===== config.mk =====
export PLATFORM = sky130hd
export DESIGN_NAME = onehot_rr_grant_arbiter_flat
export DESIGN_NICKNAME = d
export VERILOG_FILES = /design/src/rtl/onehot_rr_grant_arbiter_if.sv /design/src/rtl/onehot_rr_grant_arbiter.sv /design/src/flat_wrapper.sv
export SDC_FILE = /design/constraint.sdc
export NUM_CORES = 1
export LEC_CHECK = 0
export ABC_AREA = 1
export CAP_MARGIN = 40
export CORE_UTILIZATION = 45
export DETAILED_ROUTE_END_ITERATION = 10
export GPL_TIMING_DRIVEN = 0
export HOLD_SLACK_MARGIN = 0.06
export PLACE_DENSITY = 0.7
export RECOVER_POWER = 25
export SLEW_MARGIN = 30
export SYNTH_ARGS = -nofsm -noshare
export SYNTH_HDL_FRONTEND = slang
export SYNTH_SLANG_ARGS = --single-unit

===== constraint.sdc =====
create_clock -name clk -period 5.17 [get_ports clk]
set_input_delay 0.517 -clock clk [delete_from_list [all_inputs] [get_ports clk]]
set_output_delay 0.517 -clock clk [all_outputs]
set_load 0.005 [all_outputs]

===== src/rtl/onehot_rr_grant_arbiter_if.sv =====
// Request/grant bundle for onehot_rr_grant_arbiter.
//   master : request side (drives req, rr_mode, release_i; observes grant/status)
//   slave  : arbiter side (observes requests; drives grant/status)
// Signals:
//   req        N_REQ  request vector, bit k = requester k
//   rr_mode    1      0 = strict one-hot, 1 = round-robin
//   release_i  1      holder ends its grant
//   gnt_valid  1      grant active
//   gnt_code   GC_W   0 = no grant, k+1 = requester k granted
//   gnt_onehot N_REQ  one-hot grant vector
//   viol       1      multi-bit request pulse (strict mode)
//   viol_cnt   CNT_W  saturating violation count
//   timeout    1      forced-revoke pulse
interface onehot_rr_grant_arbiter_if #(
  parameter int unsigned N_REQ = 3,
  parameter int unsigned CNT_W = 8
);
  localparam int unsigned GC_W = $clog2(N_REQ + 1);

  logic [N_REQ-1:0] req;
  logic             rr_mode;
  logic             release_i;
  logic             gnt_valid;
  logic [GC_W-1:0]  gnt_code;
  logic [N_REQ-1:0] gnt_onehot;
  logic             viol;
  logic [CNT_W-1:0] viol_cnt;
  logic             timeout;

  modport master (
    output req, rr_mode, release_i,
    input  gnt_valid, gnt_code, gnt_onehot, viol, viol_cnt, timeout
  );

  modport slave (
    input  req, rr_mode, release_i,
    output gnt_valid, gnt_code, gnt_onehot, viol, viol_cnt, timeout
  );
endinterface


===== src/rtl/onehot_rr_grant_arbiter.sv =====
// Registered request arbiter with held-grant handshake.
//   Strict one-hot mode grants a single requester and flags multi-bit requests as violations;
//   round-robin mode arbitrates multi-bit requests fairly starting at a rotating pointer.
// Ports:
//   clk    rising-edge clock
//   rst_n  asynchronous active-low reset
//   bus    onehot_rr_grant_arbiter_if.slave (requests in; grant, violation, timeout out)
// Optional feature: define ARB_HOLD_TIMEOUT_EN to force-revoke a grant held for MAX_HOLD cycles.
// Without it the grant is held indefinitely and timeout is tied to 0.
module onehot_rr_grant_arbiter #(
  parameter int unsigned N_REQ    = 3,
  parameter int unsigned CNT_W    = 8,
  parameter int unsigned MAX_HOLD = 16
) (
  input logic                      clk,
  input logic                      rst_n,
  onehot_rr_grant_arbiter_if.slave bus
);
  localparam int unsigned GC_W  = $clog2(N_REQ + 1);
  localparam int unsigned IDX_W = $clog2(N_REQ);

  typedef enum logic [0:0] {StIdle, StGrant} state_e;

  state_e           state_q, state_d;
  logic [IDX_W-1:0] idx_q, idx_d;
  logic [IDX_W-1:0] ptr_q, ptr_d;
  logic             gnt_valid_q, gnt_valid_d;
  logic [GC_W-1:0]  gnt_code_q, gnt_code_d;
  logic [N_REQ-1:0] gnt_onehot_q, gnt_onehot_d;
  logic             viol_q, viol_d;
  logic [CNT_W-1:0] viol_cnt_q, viol_cnt_d;

`ifdef ARB_HOLD_TIMEOUT_EN
  localparam int unsigned HOLD_W = $clog2(MAX_HOLD + 1);
  logic [HOLD_W-1:0] hold_q, hold_d;
  logic              timeout_q, timeout_d;
`endif

  // Request decode: popcount + position of a set bit (strict), and the first set bit at or
  // above ptr with wrap-around (round-robin).
  logic [GC_W-1:0]  pop_cnt;
  logic [IDX_W-1:0] one_idx;
  logic [IDX_W-1:0] rr_idx;
  logic             rr_hit;
  int unsigned      rr_pos;

  always_comb begin
    pop_cnt = '0;
    one_idx = '0;
    rr_idx  = '0;
    rr_hit  = 1'b0;
    rr_pos  = 0;
    for (int unsigned k = 0; k < N_REQ; k++) begin
      if (bus.req[k]) begin
        pop_cnt = pop_cnt + GC_W'(1);
        one_idx = IDX_W'(k);
      end
      rr_pos = 32'(ptr_q) + k;
      if (rr_pos >= N_REQ) rr_pos = rr_pos - N_REQ;
      if (!rr_hit && bus.req[rr_pos]) begin
        rr_hit = 1'b1;
        rr_idx = IDX_W'(rr_pos);
      end
    end
  end

  logic             do_grant;
  logic             do_exit;
  logic [IDX_W-1:0] sel_idx;

  always_comb begin
    state_d      = state_q;
    idx_d        = idx_q;
    ptr_d        = ptr_q;
    gnt_valid_d  = gnt_valid_q;
    gnt_code_d   = gnt_code_q;
    gnt_onehot_d = gnt_onehot_q;
    viol_d       = 1'b0;
    viol_cnt_d   = viol_cnt_q;
    do_grant     = 1'b0;
    do_exit      = 1'b0;
    sel_idx      = '0;
`ifdef ARB_HOLD_TIMEOUT_EN
    hold_d       = hold_q;
    timeout_d    = 1'b0;
`endif

    case (state_q)
      StIdle: begin
        if (bus.req != '0) begin
          if (bus.rr_mode) begin
            do_grant = 1'b1;
            sel_idx  = rr_idx;
          end else if (pop_cnt == GC_W'(1)) begin
            do_grant = 1'b1;
            sel_idx  = one_idx;
          end else begin
            viol_d = 1'b1;
            if (viol_cnt_q != '1) viol_cnt_d = viol_cnt_q + CNT_W'(1);
          end
        end
      end
      StGrant: begin
        // Release beats timeout when both land in the same cycle.
        if (bus.release_i || !bus.req[idx_q]) begin
          do_exit = 1'b1;
`ifdef ARB_HOLD_TIMEOUT_EN
        end else if (hold_q == HOLD_W'(MAX_HOLD - 1)) begin
          do_exit   = 1'b1;
          timeout_d = 1'b1;
        end else begin
          hold_d = hold_q + HOLD_W'(1);
`endif
        end
      end
      default: state_d = StIdle;
    endcase

    if (do_grant) begin
      state_d      = StGrant;
      idx_d        = sel_idx;
      gnt_valid_d  = 1'b1;
      gnt_code_d   = GC_W'(sel_idx) + GC_W'(1);
      gnt_onehot_d = N_REQ'(1) << sel_idx;
`ifdef ARB_HOLD_TIMEOUT_EN
      hold_d       = '0;
`endif
    end

    if (do_exit) begin
      state_d      = StIdle;
      gnt_valid_d  = 1'b0;
      gnt_code_d   = '0;
      gnt_onehot_d = '0;
      ptr_d        = (idx_q == IDX_W'(N_REQ - 1)) ? '0 : idx_q + IDX_W'(1);
    end
  end

  always_ff @(posedge clk or negedge rst_n) begin
    if (!rst_n) begin
      state_q      <= StIdle;
      idx_q        <= '0;
      ptr_q        <= '0;
      gnt_valid_q  <= 1'b0;
      gnt_code_q   <= '0;
      gnt_onehot_q <= '0;
      viol_q       <= 1'b0;
      viol_cnt_q   <= '0;
`ifdef ARB_HOLD_TIMEOUT_EN
      hold_q       <= '0;
      timeout_q    <= 1'b0;
`endif
    end else begin
      state_q      <= state_d;
      idx_q        <= idx_d;
      ptr_q        <= ptr_d;
      gnt_valid_q  <= gnt_valid_d;
      gnt_code_q   <= gnt_code_d;
      gnt_onehot_q <= gnt_onehot_d;
      viol_q       <= viol_d;
      viol_cnt_q   <= viol_cnt_d;
`ifdef ARB_HOLD_TIMEOUT_EN
      hold_q       <= hold_d;
      timeout_q    <= timeout_d;
`endif
    end
  end

  assign bus.gnt_valid  = gnt_valid_q;
  assign bus.gnt_code   = gnt_code_q;
  assign bus.gnt_onehot = gnt_onehot_q;
  assign bus.viol       = viol_q;
  assign bus.viol_cnt   = viol_cnt_q;
`ifdef ARB_HOLD_TIMEOUT_EN
  assign bus.timeout    = timeout_q;
`else
  assign bus.timeout    = 1'b0;
`endif

endmodule

===== src/flat_wrapper.sv =====
// flat-port wrapper written by rule: the top's interface ports become plain ports
module onehot_rr_grant_arbiter_flat 
#(
  parameter int unsigned N_REQ    = 3,
  parameter int unsigned CNT_W    = 8,
  parameter int unsigned MAX_HOLD = 16
)
  (clk, rst_n, bus_req, bus_rr_mode, bus_release_i, bus_gnt_valid, bus_gnt_code, bus_gnt_onehot, bus_viol, bus_viol_cnt, bus_timeout);
  onehot_rr_grant_arbiter_if #(.N_REQ(N_REQ), .CNT_W(CNT_W)) bus_i ();
  input logic clk;
  input logic rst_n;
  input wire logic [$bits(bus_i.req)-1:0] bus_req;
  input wire logic [$bits(bus_i.rr_mode)-1:0] bus_rr_mode;
  input wire logic [$bits(bus_i.release_i)-1:0] bus_release_i;
  output wire logic [$bits(bus_i.gnt_valid)-1:0] bus_gnt_valid;
  output wire logic [$bits(bus_i.gnt_code)-1:0] bus_gnt_code;
  output wire logic [$bits(bus_i.gnt_onehot)-1:0] bus_gnt_onehot;
  output wire logic [$bits(bus_i.viol)-1:0] bus_viol;
  output wire logic [$bits(bus_i.viol_cnt)-1:0] bus_viol_cnt;
  output wire logic [$bits(bus_i.timeout)-1:0] bus_timeout;
  assign bus_i.req = bus_req;
  assign bus_i.rr_mode = bus_rr_mode;
  assign bus_i.release_i = bus_release_i;
  assign bus_gnt_valid = bus_i.gnt_valid;
  assign bus_gnt_code = bus_i.gnt_code;
  assign bus_gnt_onehot = bus_i.gnt_onehot;
  assign bus_viol = bus_i.viol;
  assign bus_viol_cnt = bus_i.viol_cnt;
  assign bus_timeout = bus_i.timeout;
  onehot_rr_grant_arbiter #(.N_REQ(N_REQ), .CNT_W(CNT_W), .MAX_HOLD(MAX_HOLD)) u_core (.clk(clk), .rst_n(rst_n), .bus(bus_i));
endmodule

# ---- Word level (Yosys, flattened, before mapping)
# Index checks and enable logic that the tools add are counted.
dict set report word_totals {
  ff_bits 19
  inputBits 7
}
dict set report op_classes {
  add_sub_neg 10
  order_cmp 7
  eq_ne 3
  shifts 1
  n_mux 42
  bitwise_logic 3
  n_reduce_logical 9
}
# op n
set ops {}
lappend ops {{$lt A32 B3 Y1 const B} 3}
lappend ops {{$mux W32} 3}
lappend ops {{$ge A32 B2 Y1 const B} 2}
lappend ops {{$sub A32 B2 Y32 const B} 2}
lappend ops {{$mux W2} 13}
lappend ops {{$mux W1} 20}
lappend ops {{$add A2 B1 Y2 const B} 4}
lappend ops {{$add A8 B1 Y8 const B} 1}
lappend ops {{$bmux W1 S2} 4}
lappend ops {{$ne A8 B8 Y1 const B} 1}
lappend ops {{$mux W3} 2}
lappend ops {{$reduce_and A5 Y1} 1}
lappend ops {{$add A2 B1 Y3 const B} 1}
lappend ops {{$add A2 B2 Y3 const B} 1}
lappend ops {{$logic_not A1 Y1} 3}
lappend ops {{$lt A2 B3 Y1 const B} 1}
lappend ops {{$not A1 Y1} 3}
lappend ops {{$reduce_bool A3 Y1} 1}
lappend ops {{$shl A1 B2 Y3 const A} 1}
lappend ops {{$sub A2 B2 Y3 const B} 1}
lappend ops {{$eq A2 B1 Y1 const B} 1}
lappend ops {{$eq A2 B2 Y1 const B} 1}
lappend ops {{$ge A2 B2 Y1 const B} 1}
lappend ops {{$logic_and A1 B1 Y1} 2}
lappend ops {{2 further kinds} 2}

# ---- Depth between registers and ports, before layout
# Gate-level depths: netlist of the first run.
dict set report depth {
  ltp_word 17
  ltp_mapped 15
}

# ---- Worst setup path after synthesis of the first run
# Ideal clock, no wire load.
dict set report synth_timing {
  path_kind {input port to flip-flop}
  start {input port bus_req[0]}
  end {register u_core.gnt_code_q[1] (netlist: u_core.bus.gnt_code[1])}
  arrival_time_ps 1787
  t_required_ps 5054
  slack_ps 3267
  cell_stages 11
  n_path_buf 0
  cell_sequence {inv_1 -> ha_1 -> inv_1 -> a31oi_1 -> o21ai_2 -> nand2_2 -> nor2_1 -> nand2_2 -> ha_1 -> nand2_1 -> nand2_1}
}
dict set report synth_via {
  elab_chain_len 15
  elab_cells_between_ends 40
  cone_classes {add/sub: 3; eq/ne: 1; mux: 28; reduce/logical: 8}
}
# element line
set synth_lines {}
lappend synth_lines {{from (decl)} flat_wrapper.sv:12} ;# input wire logic [$bits(bus_i.req)-1:0] bus_req;
lappend synth_lines {{parallel branches: the longest is 15 deep, another holds $add A2 B1 Y2} n/a}
lappend synth_lines {{to (signal assigned)} onehot_rr_grant_arbiter.sv:158} ;# gnt_code_q <= gnt_code_d;
lappend synth_lines {{to (decl)} onehot_rr_grant_arbiter.sv:28} ;# logic [GC_W-1:0] gnt_code_q, gnt_code_d;
# Parallel ways; which one is timed is not known. The select of a mux whose other input is x is not followed.
# A chain may end at the register's enable or synchronous reset.

# ---- Final worst setup path of the first run
dict set report layout_timing {
  start {input port bus_req[1]}
  end {register u_core.gnt_code_q[1] (netlist: u_core.bus.gnt_code[1])}
}
dict set report layout_via {
  elab_chain_len 15
  elab_cells_between_ends 40
  cone_classes {add/sub: 2; eq/ne: 1; mux: 29; reduce/logical: 8}
}
# element line
set layout_lines {}
lappend layout_lines {{$bmux W1 S2} onehot_rr_grant_arbiter.sv:60} ;# if (!rr_hit && bus.req[rr_pos]) begin
lappend layout_lines {{$mux W1 (not written as such)} onehot_rr_grant_arbiter.sv:60}
lappend layout_lines {{$mux W1} onehot_rr_grant_arbiter.sv:60}
lappend layout_lines {{$logic_not A1 Y1} onehot_rr_grant_arbiter.sv:60}
lappend layout_lines {{$logic_and A1 B1 Y1} onehot_rr_grant_arbiter.sv:60}
lappend layout_lines {{$mux W1} onehot_rr_grant_arbiter.sv:60}
lappend layout_lines {{$logic_not A1 Y1} onehot_rr_grant_arbiter.sv:60}
lappend layout_lines {{$logic_and A1 B1 Y1} onehot_rr_grant_arbiter.sv:60}
lappend layout_lines {{$mux W2} onehot_rr_grant_arbiter.sv:60}
lappend layout_lines {{$mux W2} onehot_rr_grant_arbiter.sv:91} ;# if (bus.rr_mode) begin
lappend layout_lines {{$mux W2} onehot_rr_grant_arbiter.sv:90} ;# if (bus.req != '0) begin
lappend layout_lines {{$mux W2} onehot_rr_grant_arbiter.sv:88} ;# case (state_q)
lappend layout_lines {{$add A2 B1 Y2} onehot_rr_grant_arbiter.sv:123} ;# gnt_code_d = GC_W'(sel_idx) + GC_W'(1);
lappend layout_lines {{$mux W2} onehot_rr_grant_arbiter.sv:119} ;# if (do_grant) begin
lappend layout_lines {{$mux W2} onehot_rr_grant_arbiter.sv:130} ;# if (do_exit) begin
# Several ways; a longest one is shown, not always the timed one. The select of a mux whose other input is x is not followed.

==> flow_results.xml, run 1 <==
<?xml version="1.0" encoding="UTF-8"?>
<metrics>
  <group name="status">
    <metric name="status" unit="">finished clean</metric>
  </group>
  <group name="placed_design">
    <metric name="gp_routability_congestion" unit="">0.7965</metric>
    <metric name="dpl_worst_slack" unit="ps">2450</metric>
    <metric name="dpl.hpwl" unit="mm">1.966</metric>
    <metric name="post_placement_cell_count" unit="">214</metric>
    <metric name="buffer_ports.inserted" unit="">21</metric>
  </group>
  <group name="setup_path">
    <metric name="cpMaxStageDelayCell" unit="">sky130_fd_sc_hd__clkdlybuf4s50_1</metric>
    <metric name="crit_arrival" unit="ps">2620</metric>
    <metric name="worst-path-max-fanout" unit="">7</metric>
    <metric name="max_stage_delay" unit="ps">640</metric>
    <metric name="crit_path_end_kind" unit="">flop</metric>
    <metric name="timing.critical_path.mode_cell" unit="">sky130_fd_sc_hd__nand2_1</metric>
    <metric name="timing.critical_path.cells" unit="">clkdlybuf4s50_1 -&gt; inv_1 -&gt; ha_1 -&gt; nand2_1 -&gt; o21ai_2 -&gt; nand2_2 -&gt; nor2_1 -&gt; nand2_2 -&gt; ha_1 -&gt; nand2_1 -&gt; nand2_1</metric>
    <metric name="timing_worst_setup_path_type" unit="">input port to flop</metric>
    <metric name="crit_buf_inv" unit="">2</metric>
    <metric name="startpoint_type" unit="">input port</metric>
    <metric name="critical_path_required" unit="ps">5370</metric>
    <metric name="critPathTopFamily" unit="">buffers and inverters</metric>
  </group>
  <group name="drt">
    <metric name="vias_per_cell" unit="">5.083</metric>
    <metric name="num_vias" unit="">1108</metric>
    <metric name="dr.first_iter.drc_count" unit="">15</metric>
    <metric name="drt-wirelength-per-cell" unit="um">11.34</metric>
    <metric name="drt.antenna.violating_nets" unit="">0</metric>
    <metric name="routed_wl" unit="mm">2.472</metric>
    <metric name="drcViolationCount" unit="">0</metric>
    <metric name="dr.pass1.iters" unit="">4</metric>
  </group>
  <group name="grt">
    <metric name="globalRouteTotalUtil" unit="%">18.30</metric>
    <metric name="number_of_global_route_vias_before_repair" unit="">1064</metric>
    <metric name="grt_antenna_before_repair" unit="">0</metric>
    <metric name="global_route_wire_length_before_repair" unit="mm">4.540</metric>
    <metric name="grt-ovfl-total" unit="">0</metric>
    <metric name="maximum_number_of_pins_on_one_net_before_global_route_repair" unit="">15</metric>
  </group>
  <group name="cells_and_area">
    <metric name="drive_above_1_share" unit="%">17.02</metric>
    <metric name="diode_count" unit="">0</metric>
    <metric name="syn2layout_area_growth" unit="%">21.82</metric>
    <metric name="mostFrequentLayoutCell" unit="">sky130_fd_sc_hd__nand2_1</metric>
    <metric name="nFillCells" unit="">250</metric>
    <metric name="layout_common_cells" unit="">45 x sky130_fd_sc_hd__nand2_1, 20 x sky130_fd_sc_hd__inv_1, 20 x sky130_fd_sc_hd__clkdlybuf4s50_1</metric>
    <metric name="finish.net_count" unit="">204</metric>
    <metric name="layout.cells.non_filler" unit="">218</metric>
  </group>
  <group name="worst_hold_path">
    <metric name="hold_class" unit="">flop to flop</metric>
  </group>
  <group name="pwr">
    <metric name="power-per-cell-area" unit="nW/um^2">469.3</metric>
    <metric name="static_leakage" unit="uW">0.0007495</metric>
    <metric name="net_switching_component_of_the_power" unit="uW">319.5</metric>
    <metric name="power.switching_fraction" unit="%">43.71</metric>
    <metric name="design_power_total" unit="uW">731.1</metric>
    <metric name="power.ir.vdd_worst" unit="V">0.0003050</metric>
    <metric name="clkPwrFrac" unit="%">10.1</metric>
    <metric name="cellInternalPower" unit="uW">411.5</metric>
    <metric name="seq_power_share" unit="%">33.6</metric>
    <metric name="p_comb_share" unit="%">56.3</metric>
  </group>
  <group name="synth">
    <metric name="yosysSeqAreaShare" unit="%">37.18</metric>
    <metric name="basic_gate_share_of_the_synthesized_area_counting_and_or_nand_and_nor_cells" unit="%">29.06</metric>
    <metric name="yosysTopAreaCell" unit="">sky130_fd_sc_hd__dfrtp_1</metric>
    <metric name="synth-xor-area-share" unit="%">4.110</metric>
    <metric name="yosys_register_bits" unit="">19</metric>
    <metric name="yosys_warnings" unit="">0</metric>
    <metric name="synthesis.nets" unit="">177</metric>
    <metric name="syn_avg_cell_area" unit="um^2">7.893</metric>
    <metric name="cell_area_after_technology_mapping" unit="um^2">1279</metric>
    <metric name="synth_top_family_by_area" unit="">simple AND/OR/NAND/NOR gates</metric>
    <metric name="synth_top_cells_by_area" unit="">sky130_fd_sc_hd__dfrtp_1 37%, sky130_fd_sc_hd__nand2_1 13%, sky130_fd_sc_hd__ha_1 7.8%</metric>
    <metric name="area_share_of_the_largest_cell_type_after_synthesis" unit="%">37.18</metric>
    <metric name="synth_cells" unit="">162</metric>
    <metric name="mux_cell_area_share_after_synthesis" unit="%">0</metric>
    <metric name="synth_fa_ha_area_share" unit="%">7.828</metric>
    <metric name="synth_compound_area_share" unit="%">12.72</metric>
    <metric name="synth.lib_cells_used.distinct" unit="">26</metric>
  </group>
  <group name="clock_tree">
    <metric name="tritoncts_buffer_count" unit="">3</metric>
    <metric name="tritoncts" unit="">yes</metric>
    <metric name="clock_tree.buffer_depth" unit="">2</metric>
    <metric name="post_cts_sizing" unit="">0</metric>
    <metric name="worst_setup_hold_path_clk_slew" unit="ps">110</metric>
    <metric name="clk_root_buffer_cell" unit="">sky130_fd_sc_hd__clkbuf_4</metric>
    <metric name="cts_hold_buf" unit="">0</metric>
    <metric name="cts_max_level" unit="">1</metric>
    <metric name="clock_sink_count" unit="">19</metric>
    <metric name="post_cts_buffers" unit="">0</metric>
    <metric name="worst_skew_pair.late_latency" unit="ps">290</metric>
  </group>
  <group name="timing">
    <metric name="tightestPinTransition" unit="ps">760.2</metric>
    <metric name="postLayoutSetupSlackWorst" unit="ps">2753</metric>
    <metric name="tns" unit="ps">0</metric>
    <metric name="clock-skew-final" unit="ps">3.948</metric>
    <metric name="post-route-min-period" unit="ps">2417</metric>
    <metric name="period_share" unit="%">46.75</metric>
    <metric name="timing.final.setup_violations" unit="">0</metric>
    <metric name="timing_max_transition_violations_final" unit="">0</metric>
    <metric name="maxSlewHeadroom" unit="%">49.32</metric>
    <metric name="hold-worst-slack" unit="ps">478.5</metric>
    <metric name="grt_setup_unrepaired" unit="">no</metric>
    <metric name="number_of_hold_violations_in_the_final_report" unit="">0</metric>
    <metric name="timing.fmax" unit="GHz">0.4138</metric>
  </group>
  <group name="job">
    <metric name="max_cap_violations" unit="">0</metric>
  </group>
  <group name="floorplan">
    <metric name="die-height" unit="um">55.31</metric>
    <metric name="die_area" unit="um^2">3059</metric>
    <metric name="cell_rows" unit="">18</metric>
    <metric name="initial_utilization" unit="%">49.37</metric>
    <metric name="pin_count" unit="">23</metric>
    <metric name="core_area" unit="um^2">2590</metric>
    <metric name="floorplan.die.width" unit="um">55.31</metric>
  </group>
</metrics>
[synthesized netlist by cell type]
| cell | count |
|---|---|
| sky130_fd_sc_hd__xnor2_1 | 4 |
| sky130_fd_sc_hd__conb_1 | 1 |
| sky130_fd_sc_hd__a21oi_2 | 1 |
| sky130_fd_sc_hd__o21ai_0 | 5 |
| sky130_fd_sc_hd__a31oi_1 | 1 |
| sky130_fd_sc_hd__nand3_1 | 16 |
| sky130_fd_sc_hd__nand4_2 | 1 |
| sky130_fd_sc_hd__buf_4 | 1 |
| sky130_fd_sc_hd__nor2_1 | 4 |
| sky130_fd_sc_hd__o21ai_4 | 1 |
| sky130_fd_sc_hd__o21ai_1 | 1 |
| sky130_fd_sc_hd__a21oi_4 | 1 |
| sky130_fd_sc_hd__nor2_4 | 2 |
| sky130_fd_sc_hd__dfrtp_1 | 19 |
| sky130_fd_sc_hd__nor3_1 | 2 |
| sky130_fd_sc_hd__a21oi_1 | 3 |
| sky130_fd_sc_hd__ha_1 | 8 |
| sky130_fd_sc_hd__nand2_1 | 45 |
| sky130_fd_sc_hd__inv_1 | 20 |
| sky130_fd_sc_hd__xor2_1 | 2 |
| sky130_fd_sc_hd__nand4_1 | 2 |
| sky130_fd_sc_hd__inv_2 | 4 |
| sky130_fd_sc_hd__o21ai_2 | 8 |
| sky130_fd_sc_hd__buf_6 | 1 |
| sky130_fd_sc_hd__nand2_2 | 8 |
| sky130_fd_sc_hd__clkinv_1 | 1 |
[stage by stage]
stage,area [um^2],utilization (%)
2_1_floorplan,1279,-
5_1_grt,1558,60.14
4_1_cts,1569,60.58
6_report,1558,60.14
3_5_place_dp,1541,59.52
3_3_place_gp,1526,58.94
[logic make-up after synthesis]
logic type / count (synthesis)
and+or+nand+nor: 80
AOI/OAI and AO/OA: 21
other: 1
buffers and inverters: 27
adders and majority gates: 8
DFF: 19
xor gates and xnor gates: 6
[area by class of cell]
class | instances | area [um^2] | share of cell area, %
plain buffers | 2 | 18.77 | 1.205
well taps | 30 | 37.54 | 2.410
repair buffers | 22 | 214.0 | 13.73
inverters | 25 | 93.84 | 6.024
flip-flops and latches | 19 | 475.5 | 30.52
multi-input cells | 116 | 690.7 | 44.34
clock buffers | 3 | 22.52 | 1.446
clock inverters | 1 | 5.005 | 0.3213
[worst paths after layout]
path | to | startpoint | slack (ps) | cells past startpoint
max in group asynchronous | u_core.bus.viol_cnt[7]$_DFFE_PN0P_ | rst_n | 3670 | 2
hold / removal | u_core.bus.gnt_code[1]$_DFFE_PN0P_ | u_core.bus.gnt_code[1]$_DFFE_PN0P_ | 480 | 2
setup / recovery | u_core.bus.gnt_code[1]$_DFFE_PN0P_ | bus_req[1] | 2750 | 11
setup reg to reg | u_core.bus.gnt_code[1]$_DFFE_PN0P_ | u_core.ptr_q[1]$_DFFE_PN0P_ | 3150 | 14
min in group asynchronous | u_core.bus.gnt_onehot[2]$_DFFE_PN0P_ | rst_n | 530 | 1
hold reg to reg | u_core.bus.gnt_code[1]$_DFFE_PN0P_ | u_core.bus.gnt_code[1]$_DFFE_PN0P_ | 480 | 2
[layer usage]
| metal | share of wire [%] | track usage (%) | routed length (um) |
|---|---|---|---|
| met1 | 47 | 22.04 | 1172 |
| met2 | 48 | 32.19 | 1190 |
| met3 | 3.4 | 3.513 | 85 |
| met4 | 0.93 | 6.786 | 23 |
| met5 | 0 | 0 | 0 |
[registers in the layout (all words and copies together), names as in the netlist]
register	cells
u_core.bus.viol_cnt	8
u_core.bus.gnt_onehot	3
u_core.bus.gnt_code	2
u_core.idx_q	2
u_core.ptr_q	2
u_core.bus.gnt_valid	1
u_core.bus.viol	1
[power groups by stage]
stage	Sequential, uW	Clock, uW	Combinational, uW
after CTS	247	79.0	415
after global routing	254	84.9	472
after global placement	247	0	400
final	246	73.6	412
after floorplan	248	0	273
after detailed placement	250	0	414
[tightest hold or removal path: stages (launching register included)]
cell and delay (ps):
sky130_fd_sc_hd__dfrtp_1 350, sky130_fd_sc_hd__nand2_1 50, sky130_fd_sc_hd__nand2_1 50
No activity file was read; power rests on OpenSTA's default activity.
==> run 2, diff against run 1 <==
--- a/config.mk
+++ b/config.mk
@@ -11,7 +11,7 @@
 export DETAILED_ROUTE_END_ITERATION = 10
 export GPL_TIMING_DRIVEN = 0
 export HOLD_SLACK_MARGIN = 0.06
-export PLACE_DENSITY = 0.7
+export PLACE_DENSITY = 0.73
 export RECOVER_POWER = 25
 export SLEW_MARGIN = 30
 export SYNTH_ARGS = -nofsm -noshare
==> constraint.sdc (replaced) <==
create_clock -name clk -period 2.1 [get_ports clk]
set_input_delay 0.21 -clock clk [delete_from_list [all_inputs] [get_ports clk]]
set_output_delay 0.21 -clock clk [all_outputs]
set_load 0.005 [all_outputs]
==> run 2 against run 1 <==
Cell count grew 0.46%. Clock power rose to 2.5 times the previous value. Non-clock buffer count up 1. Worst hold slack worse by 270 ps. Global-route usage down 0.068 points. Final area grew 2.4%. Total power grew to 2.6 times the previous value. Setup slack lost 2600 ps. Clock-buffer cell count stayed put. Largest cell class unchanged. Largest power group unchanged.
==> flow_results.xml, run 2 (same netlist as run 1, synthesis figures left out) <==
<?xml version="1.0" encoding="UTF-8"?>
<metrics>
  <group name="setup_path">
    <metric name="crit_path_end_kind" unit="">flop</metric>
    <metric name="crit_arrival" unit="ps">2130</metric>
    <metric name="crit_buf_inv" unit="">2</metric>
    <metric name="timing.critical_path.mode_cell" unit="">sky130_fd_sc_hd__nand2_1</metric>
    <metric name="worstRegToRegCells" unit="">13</metric>
    <metric name="worst-path-max-fanout" unit="">6</metric>
    <metric name="crit_cells" unit="">13</metric>
    <metric name="timing_worst_setup_path_type" unit="">flop to flop</metric>
    <metric name="critPathTopFamily" unit="">simple AND/OR/NAND/NOR gates</metric>
    <metric name="timing.critical_path.cells" unit="">inv_1 -&gt; ha_4 -&gt; inv_2 -&gt; nand3_1 -&gt; nand2_1 -&gt; nand3_1 -&gt; nand3_1 -&gt; nand2_1 -&gt; nand2_1 -&gt; nand2_2 -&gt; ha_1 -&gt; nand2_1 -&gt; nand2_1</metric>
    <metric name="critical_path_required" unit="ps">2300</metric>
    <metric name="cpMaxStageDelayCell" unit="">sky130_fd_sc_hd__dfrtp_1</metric>
    <metric name="max_stage_delay" unit="ps">390</metric>
    <metric name="startpoint_type" unit="">flop</metric>
  </group>
  <group name="clock_tree">
    <metric name="cts_max_level" unit="">1</metric>
    <metric name="clock_tree.buffer_depth" unit="">2</metric>
    <metric name="worst_setup_hold_path_clk_slew" unit="ps">110</metric>
    <metric name="clock_sink_count" unit="">19</metric>
    <metric name="tritoncts" unit="">yes</metric>
    <metric name="clk_root_buffer_cell" unit="">sky130_fd_sc_hd__clkbuf_4</metric>
    <metric name="worst_skew_pair.late_latency" unit="ps">290</metric>
    <metric name="tritoncts_buffer_count" unit="">3</metric>
  </group>
  <group name="placed_design">
    <metric name="gp_routability_congestion" unit="">0.9393</metric>
    <metric name="dpl.hpwl" unit="mm">1.889</metric>
    <metric name="buffer_ports.inserted" unit="">21</metric>
  </group>
  <group name="cells_and_area">
    <metric name="mostFrequentLayoutCell" unit="">sky130_fd_sc_hd__nand2_1</metric>
    <metric name="diode_count" unit="">0</metric>
    <metric name="finish.net_count" unit="">205</metric>
    <metric name="syn2layout_area_growth" unit="%">24.76</metric>
    <metric name="largest_register_ffs" unit="">8</metric>
    <metric name="drive_above_1_share" unit="%">19.05</metric>
    <metric name="layout_common_cells" unit="">45 x sky130_fd_sc_hd__nand2_1, 19 x sky130_fd_sc_hd__inv_1, 19 x sky130_fd_sc_hd__dfrtp_1</metric>
  </group>
  <group name="drt">
    <metric name="routed_wl" unit="mm">2.501</metric>
    <metric name="num_vias" unit="">1107</metric>
    <metric name="vias_per_cell" unit="">5.055</metric>
    <metric name="dr.first_iter.drc_count" unit="">28</metric>
    <metric name="drcViolationCount" unit="">0</metric>
    <metric name="drt-wirelength-per-cell" unit="um">11.42</metric>
    <metric name="drt.antenna.violating_nets" unit="">0</metric>
    <metric name="dr.pass1.iters" unit="">4</metric>
  </group>
  <group name="pwr">
    <metric name="seq_power_share" unit="%">32.5</metric>
    <metric name="cellInternalPower" unit="uW">1058</metric>
    <metric name="p_comb_share" unit="%">57.7</metric>
    <metric name="net_switching_component_of_the_power" unit="uW">820.1</metric>
    <metric name="clkPwrFrac" unit="%">9.8</metric>
    <metric name="power.switching_fraction" unit="%">43.67</metric>
    <metric name="power-per-cell-area" unit="nW/um^2">1177</metric>
    <metric name="design_power_total" unit="uW">1878</metric>
    <metric name="static_leakage" unit="uW">0.0007719</metric>
    <metric name="power.ir.vdd_worst" unit="V">0.0006903</metric>
  </group>
  <group name="timing">
    <metric name="timing.final.setup_violations" unit="">0</metric>
    <metric name="post-route-min-period" unit="ps">1932</metric>
    <metric name="tightestPinTransition" unit="ps">761.1</metric>
    <metric name="timing_max_transition_violations_final" unit="">0</metric>
    <metric name="number_of_hold_violations_in_the_final_report" unit="">0</metric>
    <metric name="maxSlewHeadroom" unit="%">49.26</metric>
    <metric name="clock-skew-final" unit="ps">5.545</metric>
    <metric name="period_share" unit="%">91.99</metric>
    <metric name="tns" unit="ps">0</metric>
    <metric name="grt_setup_unrepaired" unit="">no</metric>
    <metric name="timing.fmax" unit="GHz">0.5177</metric>
  </group>
  <group name="floorplan">
    <metric name="core_area" unit="um^2">2590</metric>
    <metric name="cell_rows" unit="">18</metric>
    <metric name="floorplan.die.width" unit="um">55.31</metric>
    <metric name="pin_count" unit="">23</metric>
    <metric name="die-height" unit="um">55.31</metric>
    <metric name="die_area" unit="um^2">3059</metric>
    <metric name="initial_utilization" unit="%">49.37</metric>
  </group>
  <group name="job">
    <metric name="max_cap_violations" unit="">0</metric>
  </group>
  <group name="grt">
    <metric name="number_of_global_route_vias_before_repair" unit="">1099</metric>
    <metric name="maximum_number_of_pins_on_one_net_before_global_route_repair" unit="">15</metric>
    <metric name="global_route_wire_length_before_repair" unit="mm">4.567</metric>
    <metric name="globalRouteTotalUtil" unit="%">18.23</metric>
    <metric name="grt-ovfl-total" unit="">0</metric>
    <metric name="grt_antenna_before_repair" unit="">0</metric>
  </group>
  <group name="worst_hold_path">
    <metric name="hold_class" unit="">input port to asynchronous set/reset pin</metric>
  </group>
  <group name="status">
    <metric name="status" unit="">finished clean</metric>
  </group>
</metrics>
==> run 2: cell count changes in the layout (fill, tap and decap cells not counted), sizes merged <==
cell	change
clkdlybuf4s50	-2
buf	+1
dlymetal6s2s	+2
==> run 2: repair_timing <==
item	4_1_cts	5_1_grt
endpoints found under the setup margin	0	4
setup buffers	0	1
hold buffers	0	0
resized for setup	0	6
==> run 2: final timing paths <==
kind | to | slack (ps) | startpoint
setup / recovery | u_core.bus.gnt_code[1]$_DFFE_PN0P_ | 170 | u_core.ptr_q[0]$_DFFE_PN0P_
hold / removal | u_core.bus.viol_cnt[4]$_DFFE_PN0P_ | 210 | rst_n
setup reg to reg | u_core.bus.gnt_code[1]$_DFFE_PN0P_ | 170 | u_core.ptr_q[0]$_DFFE_PN0P_
hold reg to reg | u_core.bus.gnt_onehot[2]$_DFFE_PN0P_ | 480 | u_core.bus.gnt_onehot[2]$_DFFE_PN0P_
max in group asynchronous | u_core.bus.gnt_valid$_DFFE_PN0P_ | 920 | rst_n
min in group clk | u_core.bus.gnt_onehot[2]$_DFFE_PN0P_ | 480 | u_core.bus.gnt_onehot[2]$_DFFE_PN0P_
==> run 2: power groups by stage <==
| stage | sequential [uW] | clock, uW | combinational [uW] |
|---|---|---|---|
| 3_3_place_gp | 611 | 0 | 982 |
| 5_1_grt | 634 | 213 | 1220 |
| 2_1_floorplan | 610 | 0 | 672 |
| 3_5_place_dp | 617 | 0 | 1010 |
| 4_1_cts | 611 | 199 | 1020 |
| 6_report | 611 | 184 | 1080 |
==> run 2: per-layer routing <==
metal / vias up / share of wire, % / track usage, %
met2: 39 / 45 / 29.78
met4: 0 / 0.72 / 6.071
met5: - / 0 / 0
met3: 2 / 5.6 / 4.215
li1: 569 / - / -
met1: 497 / 49 / 23.77
==> run 2: stage by stage <==
| stage | std cells | setup slack (ps) | cell area (um^2) | util (%) | hold WS (ps) |
|---|---|---|---|---|---|
| floorplan | 162 | 306.7 | 1279 | - | -85.59 |
| global placement | 213 | -256.0 | 1526 | 58.94 | 457.9 |
| detailed placement | 214 | -303.1 | 1541 | 59.52 | 458.3 |
| CTS | 218 | 19.31 | 1569 | 60.58 | 150.2 |
| global route | 219 | 24.34 | 1595 | 61.59 | 208.4 |
| finish | 219 | 168.2 | 1595 | 61.59 | 211.0 |
==> run 2: cell type report <==
| type | count | area, um^2 |
|---|---|---|
| plain buffers | 2 | 18.77 |
| flip-flops and latches | 19 | 475.5 |
| repair buffers | 23 | 226.5 |
| inverters | 25 | 93.84 |
| clock inverters | 1 | 5.005 |
| fillers | 227 | 994.7 |
| well taps | 30 | 37.54 |
| clock buffers | 3 | 22.52 |
| multi-input cells | 116 | 715.7 |
==> run 3, diff against run 2 <==
--- a/config.mk
+++ b/config.mk
@@ -12,8 +12,6 @@
 export GPL_TIMING_DRIVEN = 0
 export HOLD_SLACK_MARGIN = 0.06
 export PLACE_DENSITY = 0.73
-export RECOVER_POWER = 25
-export SLEW_MARGIN = 30
 export SYNTH_ARGS = -nofsm -noshare
 export SYNTH_HDL_FRONTEND = slang
 export SYNTH_SLANG_ARGS = --single-unit
==> run 3 against run 2 <==
Fmax up 1.3%. Non-clock buffer count unchanged. Clock-buffer cell count unchanged. Die area did not move. Critical path depth unchanged. Global-route usage unchanged. First-iteration DRC count increased by 21%. Clock power barely moved. Sequential power hardly changed. Clock skew shrank 0.52 ps. Critical path type unchanged.
==> flow_results.xml, run 3 (same netlist as run 1, synthesis figures left out) <==
<?xml version="1.0" encoding="UTF-8"?>
<metrics>
  <group name="drt">
    <metric name="routed_wl_met3" unit="um">141</metric>
    <metric name="num_vias" unit="">1115</metric>
    <metric name="drcViolationCount" unit="">0</metric>
    <metric name="dr.first_iter.drc_count" unit="">34</metric>
    <metric name="routed_wl" unit="mm">2.490</metric>
    <metric name="uppermost_layer_routed" unit="">met4</metric>
    <metric name="drt.antenna.violating_nets" unit="">0</metric>
    <metric name="wire_length_on_met2" unit="mm">1.121</metric>
    <metric name="met1Wirelength" unit="mm">1.209</metric>
    <metric name="vias_per_cell" unit="">5.091</metric>
    <metric name="drt-wirelength-per-cell" unit="um">11.37</metric>
    <metric name="dr.pass1.iters" unit="">4</metric>
  </group>
  <group name="grt">
    <metric name="globalRouteTotalUtil" unit="%">18.23</metric>
    <metric name="grt-ovfl-total" unit="">0</metric>
    <metric name="global_route_wire_length_before_repair" unit="mm">4.567</metric>
    <metric name="maximum_number_of_pins_on_one_net_before_global_route_repair" unit="">15</metric>
    <metric name="number_of_global_route_vias_before_repair" unit="">1099</metric>
    <metric name="grt_antenna_before_repair" unit="">0</metric>
  </group>
  <group name="pwr">
    <metric name="power.ir.vdd_worst" unit="V">0.0006888</metric>
    <metric name="p_comb_share" unit="%">57.6</metric>
    <metric name="power.switching_fraction" unit="%">43.56</metric>
    <metric name="net_switching_component_of_the_power" unit="uW">818.4</metric>
    <metric name="seq_power_share" unit="%">32.6</metric>
    <metric name="power-per-cell-area" unit="nW/um^2">1170</metric>
    <metric name="clkPwrFrac" unit="%">9.8</metric>
    <metric name="cellInternalPower" unit="uW">1060</metric>
    <metric name="static_leakage" unit="uW">0.0007778</metric>
    <metric name="design_power_total" unit="uW">1879</metric>
  </group>
  <group name="cells_and_area">
    <metric name="largest_register_ffs" unit="">8</metric>
    <metric name="layout_common_cells" unit="">45 x sky130_fd_sc_hd__nand2_1, 19 x sky130_fd_sc_hd__inv_1, 19 x sky130_fd_sc_hd__clkdlybuf4s50_1, 19 x sky130_fd_sc_hd__dfrtp_1, 16 x sky130_fd_sc_hd__nand3_1</metric>
    <metric name="finish.net_count" unit="">205</metric>
    <metric name="diode_count" unit="">0</metric>
    <metric name="drive_above_1_share" unit="%">19.58</metric>
    <metric name="mostFrequentLayoutCell" unit="">sky130_fd_sc_hd__nand2_1</metric>
    <metric name="syn2layout_area_growth" unit="%">25.64</metric>
    <metric name="nFillCells" unit="">225</metric>
  </group>
  <group name="setup_path">
    <metric name="crit_path_end_kind" unit="">flop</metric>
    <metric name="timing.critical_path.cells" unit="">inv_1 -&gt; ha_4 -&gt; inv_2 -&gt; nand3_1 -&gt; nand2_1 -&gt; nand3_1 -&gt; nand3_1 -&gt; nand2_1 -&gt; nand2_1 -&gt; nand2_2 -&gt; ha_1 -&gt; nand2_1 -&gt; nand2_1</metric>
    <metric name="timing_worst_setup_path_type" unit="">flop to flop</metric>
    <metric name="max_stage_delay" unit="ps">390</metric>
    <metric name="timing.critical_path.mode_cell" unit="">sky130_fd_sc_hd__nand2_1</metric>
    <metric name="crit_arrival" unit="ps">2100</metric>
    <metric name="cpMaxStageDelayCell" unit="">sky130_fd_sc_hd__dfrtp_1</metric>
    <metric name="worst-path-max-fanout" unit="">6</metric>
    <metric name="critical_path_required" unit="ps">2300</metric>
    <metric name="startpoint_type" unit="">flop</metric>
  </group>
  <group name="clock_tree">
    <metric name="clock_tree.buffer_depth" unit="">2</metric>
    <metric name="worst_skew_pair.late_latency" unit="ps">290</metric>
    <metric name="cts_hold_buf" unit="">0</metric>
    <metric name="tritoncts_buffer_count" unit="">3</metric>
    <metric name="cts_max_level" unit="">1</metric>
    <metric name="tritoncts" unit="">yes</metric>
    <metric name="clock_sink_count" unit="">19</metric>
    <metric name="worst_setup_hold_path_clk_slew" unit="ps">110</metric>
    <metric name="clk_root_buffer_cell" unit="">sky130_fd_sc_hd__clkbuf_4</metric>
  </group>
  <group name="floorplan">
    <metric name="cell_rows" unit="">18</metric>
    <metric name="initial_utilization" unit="%">49.37</metric>
    <metric name="core_area" unit="um^2">2590</metric>
    <metric name="die_area" unit="um^2">3059</metric>
    <metric name="die-height" unit="um">55.31</metric>
    <metric name="pin_count" unit="">23</metric>
    <metric name="floorplan.die.width" unit="um">55.31</metric>
  </group>
  <group name="timing">
    <metric name="timing.final.setup_violations" unit="">0</metric>
    <metric name="hold-worst-slack" unit="ps">162.2</metric>
    <metric name="clock-skew-final" unit="ps">5.026</metric>
    <metric name="post-route-min-period" unit="ps">1907</metric>
    <metric name="period_share" unit="%">90.81</metric>
    <metric name="number_of_hold_violations_in_the_final_report" unit="">0</metric>
    <metric name="grt_setup_unrepaired" unit="">no</metric>
    <metric name="timing.fmax" unit="GHz">0.5244</metric>
    <metric name="timing_max_transition_violations_final" unit="">0</metric>
  </group>
  <group name="placed_design">
    <metric name="gp_routability_congestion" unit="">0.9393</metric>
    <metric name="buffer_ports.inserted" unit="">21</metric>
    <metric name="dpl.hpwl" unit="mm">1.889</metric>
  </group>
  <group name="job">
    <metric name="max_cap_violations" unit="">0</metric>
  </group>
  <group name="worst_hold_path">
    <metric name="hold_class" unit="">input port to asynchronous set/reset pin</metric>
  </group>
  <group name="status">
    <metric name="status" unit="">finished clean</metric>
  </group>
</metrics>
## run 3: cell count changes in the layout (fill, tap and decap cells not counted), sizes merged
| cell | change |
|---|---|
| clkbuf | -1 |
| clkdlybuf4s50 | +1 |
| dlygate4sd3 | -1 |
| buf | +1 |
## run 3: repair_timing
action | 4_1_cts | 5_1_grt
hold endpoints to repair | 0 | 0
resized for setup | 0 | 6
setup endpoints to repair | 0 | 4
buffers inserted | 0 | 1
## run 3: worst max-delay path: cells and delay by family (launching register included)
kind                     cells  cell delay, ps
AND/OR/NAND/NOR              9             690
flip-flops                   1             390
adder cells (fa/ha/maj)      2             510
buffers and inverters        2             220
## run 3: final timing paths
kind / from / endpoint / slack, ps / depth (start not counted)
max: u_core.ptr_q[0]$_DFFE_PN0P_ / u_core.bus.gnt_code[1]$_DFFE_PN0P_ / 190 / 13
min: rst_n / u_core.bus.viol_cnt[4]$_DFFE_PN0P_ / 160 / 1
max reg2reg: u_core.ptr_q[0]$_DFFE_PN0P_ / u_core.bus.gnt_code[1]$_DFFE_PN0P_ / 190 / 13
min reg2reg: u_core.bus.gnt_onehot[2]$_DFFE_PN0P_ / u_core.bus.gnt_onehot[2]$_DFFE_PN0P_ / 480 / 2
max in group asynchronous: rst_n / u_core.ptr_q[1]$_DFFE_PN0P_ / 1530 / 2
min in group clk: u_core.bus.gnt_onehot[2]$_DFFE_PN0P_ / u_core.bus.gnt_onehot[2]$_DFFE_PN0P_ / 480 / 2
## run 3: through the flow
stage          area (um^2)  cells  worst slack, ps  setup TNS, ps  util [%]
6_report              1607    219            193.0              0     62.03
2_1_floorplan         1279    162            306.7              0         -
3_3_place_gp          1526    213           -256.0          -1283     58.94
4_1_cts               1569    218            19.31              0     60.58
5_1_grt               1607    219            24.34              0     62.03
3_5_place_dp          1541    214           -303.1          -1891     59.52
## run 3: layout make-up
cell class                      count  area (um^2)  share of cell area [%]
Buffer                              2        18.77                   1.168
Clock buffer                        3        22.52                   1.402
Clock inverter                      1        5.005                  0.3115
Inverter                           25        93.84                   5.841
Multi-Input combinational cell    116        715.7                   44.55
Sequential cell                    19        475.5                   29.60
Tap cell                           30        37.54                   2.336
Timing Repair Buffer               23        237.7                   14.80
## run 3: power groups by stage
stage / logic [uW] / clock network [uW] / registers, uW
finish: 1080 / 184 / 612
global route: 1220 / 213 / 634
floorplan: 672 / 0 / 610
global placement: 982 / 0 / 611
detailed placement: 1010 / 0 / 617
CTS: 1020 / 199 / 611
## run 3: per-layer routing
layer	vias to the layer above	GRT usage [%]
met5	-	0
met3	2	4.215
met2	41	29.78
met4	0	6.071
met1	503	23.77
li1	569	-
==> variant, RTL diff (config.mk and constraints of run 2) <==
`N_REQ` is set to 3 in 3 places; all go to 2.
--- a/src/rtl/onehot_rr_grant_arbiter_if.sv
+++ b/src/rtl/onehot_rr_grant_arbiter_if.sv
@@ -13,5 +13,5 @@
 //   timeout    1      forced-revoke pulse
 interface onehot_rr_grant_arbiter_if #(
-  parameter int unsigned N_REQ = 3,
+  parameter int unsigned N_REQ = 2,
   parameter int unsigned CNT_W = 8
 );
--- a/src/rtl/onehot_rr_grant_arbiter.sv
+++ b/src/rtl/onehot_rr_grant_arbiter.sv
@@ -9,5 +9,5 @@
 // Without it the grant is held indefinitely and timeout is tied to 0.
 module onehot_rr_grant_arbiter #(
-  parameter int unsigned N_REQ    = 3,
+  parameter int unsigned N_REQ    = 2,
   parameter int unsigned CNT_W    = 8,
   parameter int unsigned MAX_HOLD = 16
--- a/src/flat_wrapper.sv
+++ b/src/flat_wrapper.sv
@@ -2,5 +2,5 @@
 module onehot_rr_grant_arbiter_flat 
 #(
-  parameter int unsigned N_REQ    = 3,
+  parameter int unsigned N_REQ    = 2,
   parameter int unsigned CNT_W    = 8,
   parameter int unsigned MAX_HOLD = 16
Ports: changed (resized bus_gnt_onehot and bus_req); port bits go from 23 to 21. The function was not compared with the original's and may differ.
==> variant against run 2 <==
Setup slack improved by 0.43 ns. Register-to-register slack improved by 0.58 ns. Design area fell by 32%. Count of clock-buffer cells in the layout rose by 1. Critical path type is now reg2out. Clock skew fell by 0.0048 ns. Non-clock buffer count fell by 3. Routed wire length fell by 39%. Sequential cell count fell by 5. Power fell by 48%. Area after synthesis fell by 35%. Critical path depth fell by 12. Fmax rose by 28%. Synthesized cell count fell by 33%. Sequential power fell by 33%. Highest routed layer unchanged.
==> variant: results <==
synthesis:
  postSynthAreaPerCell_sq_um: 7.61
  synth_fp_nets: 118
  netlist_top_cells_count: "nand2_1, dfrtp_1, inv_1"
  synth_cell_types: 20
  yosys-top-cells-area: "dfrtp_1, nand2_1, inv_1, nor2_4, nand3_1"
layout:
  drive_above_1_share: 0.129
  buffers: 22
  layout.non_clock_inverters: 16
  final-clk-cell-share: 0.0334
  count_of_multi_input_combinational_gates: 76
  multi_input_comb_area_sq_um: 394
pwr:
  power.switching_fraction: 0.334
  leakage_nw: 0.538
  irDropWorstVdd_v: 0.000631
placement:
  portBuffers: 19
  place.detailed.hpwl_microns: 1180
  numPlacedInstances: 153
clock_tree:
  path_clk_slew_ns: 0.09
route:
  drt-initial-drc-count: 10
  met2WireLength_microns: 669
  via_count: 710
  met3_length_microns: 50
grt:
  global_route.usage.met3: 0.0640
  first_pass_grt_wire_length_microns: 2560
critical_path:
  critPathCapture: "bus_viol_cnt[3]"
  critical_path.top_delay_family: "buffers and inverters"
  worstReg2RegEnd: "u_core.bus.viol_cnt[0]"
  arrival_ns: 1.29
  worst-r2r-setup-slack_ns: 0.75
timing:
  tightest_slew_ns: 0.617
status:
  status: "complete, no violations"
## variant: worst reg2reg max path, stage by stage (launching register included)
cell	delay (ns)
dfrtp_1	0.43
ha_1	0.24
inv_1	0.09
nor2_4	0.12
nand2_2	0.08
nand2_4	0.12
inv_4	0.07
nand2_1	0.06
nand2_1	0.05
## variant: through the flow
| stage | worst slack [ns] | instance area (sq um) | power (W) |
|---|---|---|---|
| 2_1_floorplan | 0.890 | 830 | 0.000595 |
| 3_3_place_gp | 0.341 | 1050 | 0.000762 |
| 6_report | 0.596 | 1090 | 0.000968 |
| 4_1_cts | 0.578 | 1090 | 0.000981 |
| 5_1_grt | 0.496 | 1090 | 0.00104 |
| 3_5_place_dp | 0.309 | 1050 | 0.000777 |
## variant: cells by family after synthesis
group	Yosys count	share of synthesized area
AND/OR/NAND/NOR	64	0.364
buffers and inverters	19	0.103
flip-flops	14	0.422
AO/OA/AOI/OAI	5	0.0302
XOR/XNOR	3	0.0317
adder cells (fa/ha/maj)	3	0.0453
other	1	0.00452
## variant: how the worst min path moves through the flow
stage	cells past startpoint	end	start	slack [ns]
2_1_floorplan	0	u_core.bus.gnt_code[1]	rst_n	-0.09
3_3_place_gp	2	u_core.ptr_q	u_core.ptr_q	0.48
3_5_place_dp	2	u_core.ptr_q	u_core.ptr_q	0.50
4_1_cts	1	u_core.bus.viol_cnt[7]	rst_n	0.32
5_1_grt	1	u_core.bus.viol_cnt[7]	rst_n	0.42
6_report	1	u_core.bus.viol_cnt[2]	rst_n	0.37
## variant: power by group through the flow
stage          Sequential [W]  Combinational (W)  Clock (W)
5_1_grt              0.000421           0.000399   0.000217
2_1_floorplan        0.000408           0.000186          0
4_1_cts              0.000410           0.000365   0.000207
3_5_place_dp         0.000415           0.000362          0
6_report             0.000410           0.000358   0.000200
3_3_place_gp         0.000409           0.000354          0
